`config.mk`:
```
export PLATFORM = sky130hd
export DESIGN_NAME = cpu_axi_arbiter
export DESIGN_NICKNAME = d
export VERILOG_FILES = /design/src/rtl/cpu_axi_arbiter_pkg.sv /design/src/rtl/cpu_axi_rr_pick.sv /design/src/rtl/cpu_axi_arbiter.sv
export SDC_FILE = /design/constraint.sdc
export NUM_CORES = 1
export LEC_CHECK = 0
export ABC_AREA = 1
export CAP_MARGIN = 30
export CORE_AREA = 2 2 150 152
export CTS_CLUSTER_DIAMETER = 100
export DETAILED_ROUTE_END_ITERATION = 10
export DIE_AREA = 0 0 152 154
export HOLD_SLACK_MARGIN = 0.06
export MAX_ROUTING_LAYER = met4
export PLACE_DENSITY = 0.67
export SYNTH_ARGS = -nofsm -noshare
export SYNTH_HDL_FRONTEND = slang
export SYNTH_SLANG_ARGS = --single-unit
```
`constraint.sdc`:
```
create_clock -name aclk -period 3.7 [get_ports aclk]
set_clock_uncertainty 0.15 [all_clocks]
set_input_delay 0.925 -clock aclk [delete_from_list [all_inputs] [get_ports aclk]]
set_output_delay 0.925 -clock aclk [all_outputs]
set_load 0.01 [all_outputs]
```
`src/rtl/cpu_axi_arbiter_pkg.sv`:
```
// Shared AXI3 constants, default IDs, arbiter FSM encoding and the
// byte-enable to transfer-size helper used by cpu_axi_arbiter.
package cpu_axi_arbiter_pkg;

  localparam logic [1:0] AXI_BURST_INCR  = 2'b01;
  localparam logic [1:0] AXI_LOCK_NORMAL = 2'b00;
  localparam logic [3:0] AXI_CACHE_NONE  = 4'b0000;
  localparam logic [2:0] AXI_PROT_NONE   = 3'b000;
  localparam logic [7:0] AXI_LEN_SINGLE  = 8'd0;

  localparam logic [2:0] AXI_SIZE_1B = 3'd0;
  localparam logic [2:0] AXI_SIZE_2B = 3'd1;
  localparam logic [2:0] AXI_SIZE_4B = 3'd2;

  localparam logic [3:0] DEF_INST_ID = 4'h0;
  localparam logic [3:0] DEF_DATA_ID = 4'h1;

  typedef enum logic [2:0] {
    ST_IDLE  = 3'd0,
    ST_RADDR = 3'd1,
    ST_RDATA = 3'd2,
    ST_WADDR = 3'd3,
    ST_WRESP = 3'd4,
    ST_RESP  = 3'd5
  } arb_state_e;

  // Three enabled lanes is not a legal AXI size; it is widened to a word.
  function automatic logic [2:0] size_from_be(input logic [3:0] be);
    logic [2:0] cnt;
    cnt = 3'd0;
    for (int i = 0; i < 4; i++) begin
      cnt = cnt + {2'b00, be[i]};
    end
    case (cnt)
      3'd4, 3'd3: size_from_be = AXI_SIZE_4B;
      3'd2:       size_from_be = AXI_SIZE_2B;
      default:    size_from_be = AXI_SIZE_1B;
    endcase
  endfunction

endpackage

```
`src/rtl/cpu_axi_rr_pick.sv`:
```
// Two-way grant between the instruction and data ports: fixed data priority,
// or round-robin where the last-granted port loses a tie.
module cpu_axi_rr_pick #(
  parameter bit ARB_RR = 1'b0
) (
  input  logic aclk,
  input  logic aresetn,
  input  logic req_inst,
  input  logic req_data,
  input  logic upd_en,
  input  logic upd_data,
  output logic gnt_any,
  output logic gnt_data
);

  logic last_data_q;
  logic last_data_d;

  always_comb begin
    gnt_any  = req_inst | req_data;
    gnt_data = req_data & (~req_inst | ~ARB_RR | ~last_data_q);
  end

  always_comb begin
    last_data_d = last_data_q;
    if (upd_en) begin
      last_data_d = upd_data;
    end
  end

  // Reset as "inst was last" so data wins the first tie.
  always_ff @(posedge aclk or negedge aresetn) begin
    if (!aresetn) begin
      last_data_q <= 1'b0;
    end else begin
      last_data_q <= last_data_d;
    end
  end

endmodule

```
`src/rtl/cpu_axi_arbiter.sv`:
```
// Shares one AXI3 master port between the instruction-fetch and data-access
// ports, one single-beat transaction at a time, with registered AXI requests.
module cpu_axi_arbiter
  import cpu_axi_arbiter_pkg::*;
#(
  parameter bit         ARB_RR  = 1'b0,
  parameter logic [3:0] INST_ID = DEF_INST_ID,
  parameter logic [3:0] DATA_ID = DEF_DATA_ID
) (
  input  logic        aclk,
  input  logic        aresetn,
  input  logic        iaccess_req,
  input  logic [31:0] iaccess_addr,
  output logic        iaccess_valid,
  output logic [31:0] iaccess_rdata,
  input  logic [3:0]  daccess_ren,
  input  logic [3:0]  daccess_wen,
  input  logic [31:0] daccess_addr,
  input  logic [31:0] daccess_wdata,
  output logic        daccess_valid,
  output logic [31:0] daccess_rdata,
  output logic        daccess_wresp,
  output logic [3:0]  arid,
  output logic [31:0] araddr,
  output logic [7:0]  arlen,
  output logic [2:0]  arsize,
  output logic [1:0]  arburst,
  output logic [1:0]  arlock,
  output logic [3:0]  arcache,
  output logic [2:0]  arprot,
  output logic        arvalid,
  input  logic        arready,
  input  logic [3:0]  rid,
  input  logic [31:0] rdata,
  input  logic [1:0]  rresp,
  input  logic        rlast,
  input  logic        rvalid,
  output logic        rready,
  output logic [3:0]  awid,
  output logic [31:0] awaddr,
  output logic [7:0]  awlen,
  output logic [2:0]  awsize,
  output logic [1:0]  awburst,
  output logic [1:0]  awlock,
  output logic [3:0]  awcache,
  output logic [2:0]  awprot,
  output logic        awvalid,
  input  logic        awready,
  output logic [3:0]  wid,
  output logic [31:0] wdata,
  output logic [3:0]  wstrb,
  output logic        wlast,
  output logic        wvalid,
  input  logic        wready,
  input  logic [3:0]  bid,
  input  logic [1:0]  bresp,
  input  logic        bvalid,
  output logic        bready
);

  arb_state_e  state_q, state_d;
  logic        port_data_q, port_data_d;
  logic        is_wr_q, is_wr_d;
  logic [3:0]  id_q, id_d;
  logic [31:0] addr_q, addr_d;
  logic [2:0]  size_q, size_d;
  logic [31:0] wdata_q, wdata_d;
  logic [3:0]  strb_q, strb_d;
  logic        aw_done_q, aw_done_d;
  logic        w_done_q, w_done_d;
  logic [31:0] irdata_q, irdata_d;
  logic [31:0] drdata_q, drdata_d;

  logic data_wr, data_rd, gnt_any, gnt_data, grant;
  logic aw_hs, w_hs, aw_fin, w_fin, r_fin;
  logic unused_inputs;

  assign unused_inputs = ^{rid, rresp, bid, bresp};

  // A simultaneous write wins over the read enables.
  assign data_wr = |daccess_wen;
  assign data_rd = |daccess_ren;
  assign grant   = (state_q == ST_IDLE) & gnt_any;
  assign aw_hs   = awvalid & awready;
  assign w_hs    = wvalid & wready;
  assign aw_fin  = aw_done_q | aw_hs;
  assign w_fin   = w_done_q | w_hs;
  assign r_fin   = (state_q == ST_RDATA) & rvalid & rlast;

  cpu_axi_rr_pick #(
    .ARB_RR (ARB_RR)
  ) u_pick (
    .aclk     (aclk),
    .aresetn  (aresetn),
    .req_inst (iaccess_req),
    .req_data (data_wr | data_rd),
    .upd_en   (state_q == ST_RESP),
    .upd_data (port_data_q),
    .gnt_any  (gnt_any),
    .gnt_data (gnt_data)
  );

  always_ff @(posedge aclk or negedge aresetn) begin
    if (!aresetn) begin
      state_q     <= ST_IDLE;
      port_data_q <= 1'b0;
      is_wr_q     <= 1'b0;
      id_q        <= 4'h0;
      addr_q      <= 32'h0;
      size_q      <= 3'd0;
      wdata_q     <= 32'h0;
      strb_q      <= 4'h0;
      aw_done_q   <= 1'b0;
      w_done_q    <= 1'b0;
      irdata_q    <= 32'h0;
      drdata_q    <= 32'h0;
    end else begin
      state_q     <= state_d;
      port_data_q <= port_data_d;
      is_wr_q     <= is_wr_d;
      id_q        <= id_d;
      addr_q      <= addr_d;
      size_q      <= size_d;
      wdata_q     <= wdata_d;
      strb_q      <= strb_d;
      aw_done_q   <= aw_done_d;
      w_done_q    <= w_done_d;
      irdata_q    <= irdata_d;
      drdata_q    <= drdata_d;
    end
  end

  always_comb begin
    state_d = state_q;
    case (state_q)
      ST_IDLE:  if (gnt_any) state_d = (gnt_data & data_wr) ? ST_WADDR : ST_RADDR;
      ST_RADDR: if (arready) state_d = ST_RDATA;
      ST_RDATA: if (rvalid & rlast) state_d = ST_RESP;
      ST_WADDR: if (aw_fin & w_fin) state_d = ST_WRESP;
      ST_WRESP: if (bvalid) state_d = ST_RESP;
      ST_RESP:  state_d = ST_IDLE;
      default:  state_d = ST_IDLE;
    endcase
  end

  always_comb begin
    port_data_d = port_data_q;
    is_wr_d     = is_wr_q;
    id_d        = id_q;
    addr_d      = addr_q;
    size_d      = size_q;
    wdata_d     = wdata_q;
    strb_d      = strb_q;
    aw_done_d   = aw_done_q;
    w_done_d    = w_done_q;
    irdata_d    = irdata_q;
    drdata_d    = drdata_q;
    if (grant) begin
      port_data_d = gnt_data;
      is_wr_d     = gnt_data & data_wr;
      id_d        = gnt_data ? DATA_ID : INST_ID;
      addr_d      = gnt_data ? daccess_addr : iaccess_addr;
      size_d      = gnt_data ? size_from_be(data_wr ? daccess_wen : daccess_ren) : AXI_SIZE_4B;
      wdata_d     = daccess_wdata;
      strb_d      = (gnt_data & data_wr) ? daccess_wen : 4'h0;
      aw_done_d   = 1'b0;
      w_done_d    = 1'b0;
    end
    if (aw_hs) aw_done_d = 1'b1;
    if (w_hs)  w_done_d  = 1'b1;
    if (r_fin) begin
      if (port_data_q) drdata_d = rdata;
      else             irdata_d = rdata;
    end
  end

  always_comb begin
    arvalid       = (state_q == ST_RADDR);
    rready        = (state_q == ST_RDATA);
    awvalid       = (state_q == ST_WADDR) & ~aw_done_q;
    wvalid        = (state_q == ST_WADDR) & ~w_done_q;
    bready        = (state_q == ST_WRESP);
    iaccess_valid = (state_q == ST_RESP) & ~port_data_q;
    daccess_valid = (state_q == ST_RESP) & port_data_q & ~is_wr_q;
    daccess_wresp = (state_q == ST_RESP) & port_data_q & is_wr_q;
  end

  assign iaccess_rdata = irdata_q;
  assign daccess_rdata = drdata_q;

  assign arid    = id_q;
  assign araddr  = addr_q;
  assign arlen   = AXI_LEN_SINGLE;
  assign arsize  = size_q;
  assign arburst = AXI_BURST_INCR;
  assign arlock  = AXI_LOCK_NORMAL;
  assign arcache = AXI_CACHE_NONE;
  assign arprot  = AXI_PROT_NONE;

  assign awid    = id_q;
  assign awaddr  = addr_q;
  assign awlen   = AXI_LEN_SINGLE;
  assign awsize  = size_q;
  assign awburst = AXI_BURST_INCR;
  assign awlock  = AXI_LOCK_NORMAL;
  assign awcache = AXI_CACHE_NONE;
  assign awprot  = AXI_PROT_NONE;

  assign wid     = id_q;
  assign wdata   = wdata_q;
  assign wstrb   = strb_q;
  assign wlast   = 1'b1;

endmodule

```
==> results of run 1 <==
-- power by group --
part	leakage, uW	total [uW]	internal (uW)	switching [uW]
logic	0.00291	3870	2070	1800
registers	0.00177	2770	2270	500
clock network	0.000262	1640	882	760
-- flip-flops by register name (all words and copies together), names as in the netlist --
name,cells
iaccess_rdata,32
is_wr_q,1
aw_done_q,1
wstrb,4
w_done_q,1
daccess_rdata,32
araddr,32
state_q,3
arsize,2
wdata,32
port_data_q,1
-- final timing paths --
kind                                     start  cells after the start  slack [ps]                end
worst max-delay path            daccess_wen[1]                     11         480          arsize[0]
worst min-delay path                  wdata[2]                      2         320           wdata[2]
worst max register to register      state_q[2]                      6        1360  daccess_rdata[26]
worst min register to register        wdata[2]                      2         320           wdata[2]
max in group asynchronous              aresetn                      2        2210   daccess_rdata[6]
min in group asynchronous              aresetn                      1         370         araddr[22]
-- worst register-to-register path: stages (launching register included) --
cell and delay (ps):
dfrtp_1 460, inv_1 140, nand3_1 130, inv_1 150
nand3_2 580, buf_4 440, o21ai_0 190
-- cells in the final DEF, fill, tap and decap left out, types with 2 or more instances in the layout --
cell type / synthesis / routed
nand2_1: 347 / 347
clkdlybuf4s50_1: 0 / 322
dfrtp_1: 141 / 141
o21ai_0: 105 / 105
inv_1: 52 / 52
conb_1: 2 / 50
clkbuf_16: 0 / 17
nor2_1: 16 / 16
nand3_1: 12 / 12
buf_4: 93 / 11
inv_6: 0 / 7
clkinvlp_4: 0 / 4
nor2_4: 3 / 3
nand4_1: 3 / 3
nand2_2: 2 / 2
nand3_2: 2 / 2
a21oi_1: 2 / 2
or2_2: 2 / 2
ha_1: 2 / 2
inv_8: 0 / 2
buf_12: 0 / 2
-- layer usage --
metal  vias up  share of wire
met1      2754           0.44
met5         -              0
met2       242           0.47
li1       2959              -
met4         0          0.015
met3        15          0.071
-- kinds of logic (layout without fill, tap and decap cells) --
kind of cell,count (synthesis),in the layout,synth area share
AOI/OAI and AO/OA,107,107,0.0796
adders and majority gates,3,3,0.00669
buffers and inverters,177,421,0.157
DFF,141,141,0.524
other,2,50,0.00112
and+or+nand+nor,391,391,0.231
-- layout make-up --
type | instances | area (sq um)
clock buffers | 17 | 425
clock inverters | 15 | 128
fillers | 2103 | 11400
inverters | 53 | 199
multi-input cells | 551 | 2320
flip-flops and latches | 141 | 3530
well taps | 280 | 350
repair buffers | 336 | 3360
-- through the flow --
stage                     utilization  cell area [sq um]
after floorplan                     -               6910
after global placement          0.450               9760
after detailed placement        0.450               9760
after CTS                       0.475              10300
after global routing            0.475              10300
final                           0.475              10300
==> summary.md, run 1 <==
| Metric | Value |
|---|---|
| Register area share after synthesis | 0.524 |
| Max cap viols | 0 |
| Initial DRC count | 268 |
| Clock sinks | 141 |
| Netlist cell types | 25 |
| Worst skew pair latency | 410 ps |
| Number of global-route vias before repair | 5732 |
| Grt ovf | 0 |
| Vias | 5970 |
| Final Hold Viols | 0 |
| Clock root buffer | clkbuf_16 |
| Layout Nets | 1260 |
| Total I/O pin count | 386 |
| Yosys reg bits | 141 |
| Most area-consuming cells after synthesis | dfrtp_1, nand2_1, buf_4 |
| Resize count post-CTS | 0 |
| Num CTS Buffers | 17 |
| Dpl cells | 1361 |
| Chip height | 154 um |
| Arr. time, crit path | 3400 ps |
| Worst Path Class, Setup | in2reg |
| Met1 Track Usage GR | 0.222 |
| Die Wd | 152 um |
| Worst path bufs/invs | 2 |
| Final Wtd Congestion | 0.771 |
| TNS Setup | 0 ps |
| Setup-failing EPs final | 0 |
| Via-per-instance ratio | 4.29 |
| Leak | 0.00495 uW |
| Avg Inst Size Synth | 8.20 sq um |
| Period Utilization, post-route | 0.871 |
| Post-synth EDFFs | 0 |
| Remaining antenna violation count | 0 |
| Yosys Warn Count | 0 |
| Pwr dens | 803 mW/mm^2 |
| Core Region | 0.0217 sq mm |
| Post-synthesis cell count | 821 |
| M2 GR Usage | 0.278 |
| Max Fclk | 0.310 GHz |
| Worst Tran Pin Value | 800 ps |
| Final Total Pwr | 8280 uW |
| Max IR drop VDD | 397 uV |
| CP delay by family, top | adder cells |
| Req. time, crit path | 3880 ps |
| # DRC | 0 |
| DR WL/cell | 14.7 um |
| Synth Flop Type | dfrtp_1 |
| Post-route insts no fill | 1393 |
| Clock buffer depth | 2 |
| Area grow syn2layout | 53.2% |
| N_diodes | 0 |
| Met3 Use GR | 0.0521 |
| Largest net degree at the start of global routing | 75 |
| Maximum net fanout on the critical path | 4 |
| Share of post-route cells with drive strength above 1 | 0.0521 |
| Max-slew violations | 0 |
| Initial antenna violation count | 0 |
| Synth area leader | dfrtp_1 |
| Mapped cell area | 0.00673 sq mm |
| First-pass GRT wire length | 31900 um |
| Row count | 54 |
| CP max stage delay | 470 ps |
| PnR worst setup slack | 478 ps |
| Hold_buf cts | 0 |
| Tot GR Track Use | 0.177 |
| Crit-path cells | clkdlybuf4s50_1 -> nor2_4 -> nand3_1 -> nand2_1 -> fa_1 -> ha_1 -> ha_1 -> inv_1 -> or2_2 -> or2_2 -> o21ai_0 |
| DP Worst Slack | 48.5 ps |
| Post-CTS Setup Inserts | 0 |
| Hold slack | 324 ps |
| Most Used Layer, Global Route | met2 |
| RSZ-0062 raised after global routing | false |
| Clk slew on worst S/H paths | 60 ps |
| Die ar. | 0.0234 sq mm |
| HP Class | reg2reg |
| Worst-path cell with the longest stage delay | clkdlybuf4s50_1 |
| # H-tree levels | 4 |
| Top-area cell type share of the netlist area | 0.524 |
| HPWL after DPL | 14500 um |
| Slew headroom | 0.466 |
| Synth cell count leaders | nand2_1, dfrtp_1, o21ai_0 |
| CTS tree | yes |
| Drt pass-1 iters | 6 |
| Initial Util | 0.310 |
| IO buf count | 323 |
| CP Launch Type | input port |
| CP Capture Type | flop |
| Total wire length | 20500 um |
| Tmin final | 3220 ps |
| Share of flip-flops with an asynchronous set or reset | 1.00 |
| Most common cell in the netlist | nand2_1 |
| Status | finished, final reports clean |
(Power assumes the default switching activity.)
==> inputs of run 2 (changes only) <==
CTS_CLUSTER_SIZE = 14   (was not set)
HOLD_SLACK_MARGIN = not set   (was 0.06)
MAX_ROUTING_LAYER = not set   (was met4)
==> run 2 against run 1 <==
- register-to-register slack is essentially flat
- highest routed layer unchanged
- cell count is the same
- setup slack lost 2.7 ps
- non-clock buffer count is the same
- global-route usage shrank 0.52 points
- critical endpoint unchanged
- total power grew 0.16%
==> summary.md, run 2 (synthesis gave the netlist of run 1 again) <==
| Metric | Value |
|---|---|
| Final Hold Viols | 0 |
| Clock sinks | 141 |
| Max cap viols | 0 |
| CTS tree | yes |
| N_diodes | 0 |
| Hold path startpoint | wdata[2] |
| HP Class | reg2reg |
| Most frequent cells in the layout | nand2_1, clkdlybuf4s50_1, dfrtp_1 |
| Total I/O pin count | 386 |
| Final Wtd Congestion | 0.761 |
| Largest net degree at the start of global routing | 75 |
| Hold slack | 324 ps |
| Core Region | 0.0217 sq mm |
| Tot GR Track Use | 0.172 |
| DR WL/cell | 14.7 um |
| Worst hold stages | 2 |
| Crit-path cells | clkdlybuf4s50_1 -> nor2_4 -> nand3_1 -> nand2_1 -> fa_1 -> ha_1 -> ha_1 -> inv_1 -> or2_2 -> or2_2 -> o21ai_0 |
| Via-per-instance ratio | 4.30 |
| Period Utilization, post-route | 0.871 |
| Drt pass-1 iters | 6 |
| Initial DRC count | 217 |
| Slew headroom | 0.457 |
| Die Wd | 152 um |
| Number of global-route vias before repair | 5706 |
| Vias | 5983 |
| IO buf count | 323 |
| Layout Nets | 1260 |
| Commonest non-fill, non-tap cell in the layout | nand2_1 |
| Pwr dens | 804 mW/mm^2 |
| # DRC | 0 |
| Area grow syn2layout | 53.2% |
| Critical path startpoint | daccess_wen[1] |
| RSZ-0062 raised after global routing | false |
| Worst Tran Pin Value | 815 ps |
| Max IR drop VDD | 401 uV |
| Leak | 0.00495 uW |
| Num CTS Buffers | 17 |
| First-pass GRT wire length | 32000 um |
| Clock buffer depth | 2 |
| CP max stage delay | 470 ps |
| Arr. time, crit path | 3410 ps |
| Total wire length | 20500 um |
| Clock root buffer | clkbuf_16 |
| Reg-to-Reg Start | state_q[2] |
| HPWL after DPL | 14500 um |
| Grt ovf | 0 |
| Remaining antenna violation count | 0 |
| Row count | 54 |
| Max Fclk | 0.310 GHz |
| TNS Setup | 0 ps |
| # H-tree levels | 4 |
| Initial antenna violation count | 0 |
| Share of post-route cells with drive strength above 1 | 0.0521 |
| Reg2reg path depth | 6 |
| CP Launch Type | input port |
| Post-CTS Setup Inserts | 0 |
| Tmin final | 3220 ps |
| Hold_buf cts | 0 |
| Worst-path cell with the longest stage delay | clkdlybuf4s50_1 |
| Initial Util | 0.310 |
| Clk slew on worst S/H paths | 60 ps |
| Maximum net fanout on the critical path | 4 |
| Setup-failing EPs final | 0 |
| Status | finished, final reports clean |
| CP Capture Type | flop |
| Chip height | 154 um |
| Worst Path Class, Setup | in2reg |
| Die ar. | 0.0234 sq mm |
| Resize count post-CTS | 0 |
| Worst skew pair latency | 410 ps |
| Max-slew violations | 0 |
| Req. time, crit path | 3880 ps |
-- run 2: cell counts in the layout (fill, tap and decap cells not counted) --
No cell type changed its count.
-- run 2: routing by layer --
metal	vias up	routed length, um	GRT usage
met5	-	0	0
met3	15	1740	0.0612
li1	2959	-	-
met2	256	9600	0.277
met1	2753	8870	0.217
met4	0	331	0.0565
-- run 2: through the flow --
stage / instances / utilization / instance area, sq um / setup WS (ps) / total power, uW
2_1_floorplan: 869 / - / 6910 / 658 / 4650
3_3_place_gp: 1361 / 0.450 / 9760 / 66.8 / 6650
3_5_place_dp: 1361 / 0.450 / 9760 / 48.5 / 6700
4_1_cts: 1393 / 0.475 / 10300 / 466 / 8390
5_1_grt: 1393 / 0.475 / 10300 / 361 / 8870
6_report: 1393 / 0.475 / 10300 / 476 / 8290
-- run 2: worst paths after layout --
check                               endpoint  slack (ps)
min in group asynchronous         araddr[22]         390
hold reg to reg                     wdata[2]         320
setup reg to reg           daccess_rdata[26]        1360
hold / removal                      wdata[2]         320
setup / recovery                   arsize[0]         480
max in group asynchronous   daccess_rdata[6]        2220
-- run 2: where the power goes --
group | switching, uW | internal, uW
Combinational | 1810 | 2070
Clock | 764 | 882
Sequential | 501 | 2270
-- run 2: final cells by class --
type,count,area (sq um)
inverter,53,199
sequential,141,3530
fill,2103,11400
timing repair buffer,336,3360
clock buffer,17,425
tap,280,350
multi-input combinational,551,2320
clock inverter,15,128
-- run 2: worst max-delay path, delay by kind of cell --
| family | cells | cell delay [ps] |
|---|---|---|
| AOI/OAI and AO/OA | 1 | 150 |
| buffers and inverters | 2 | 510 |
| and+or+nand+nor | 5 | 910 |
| adders and majority gates | 3 | 910 |
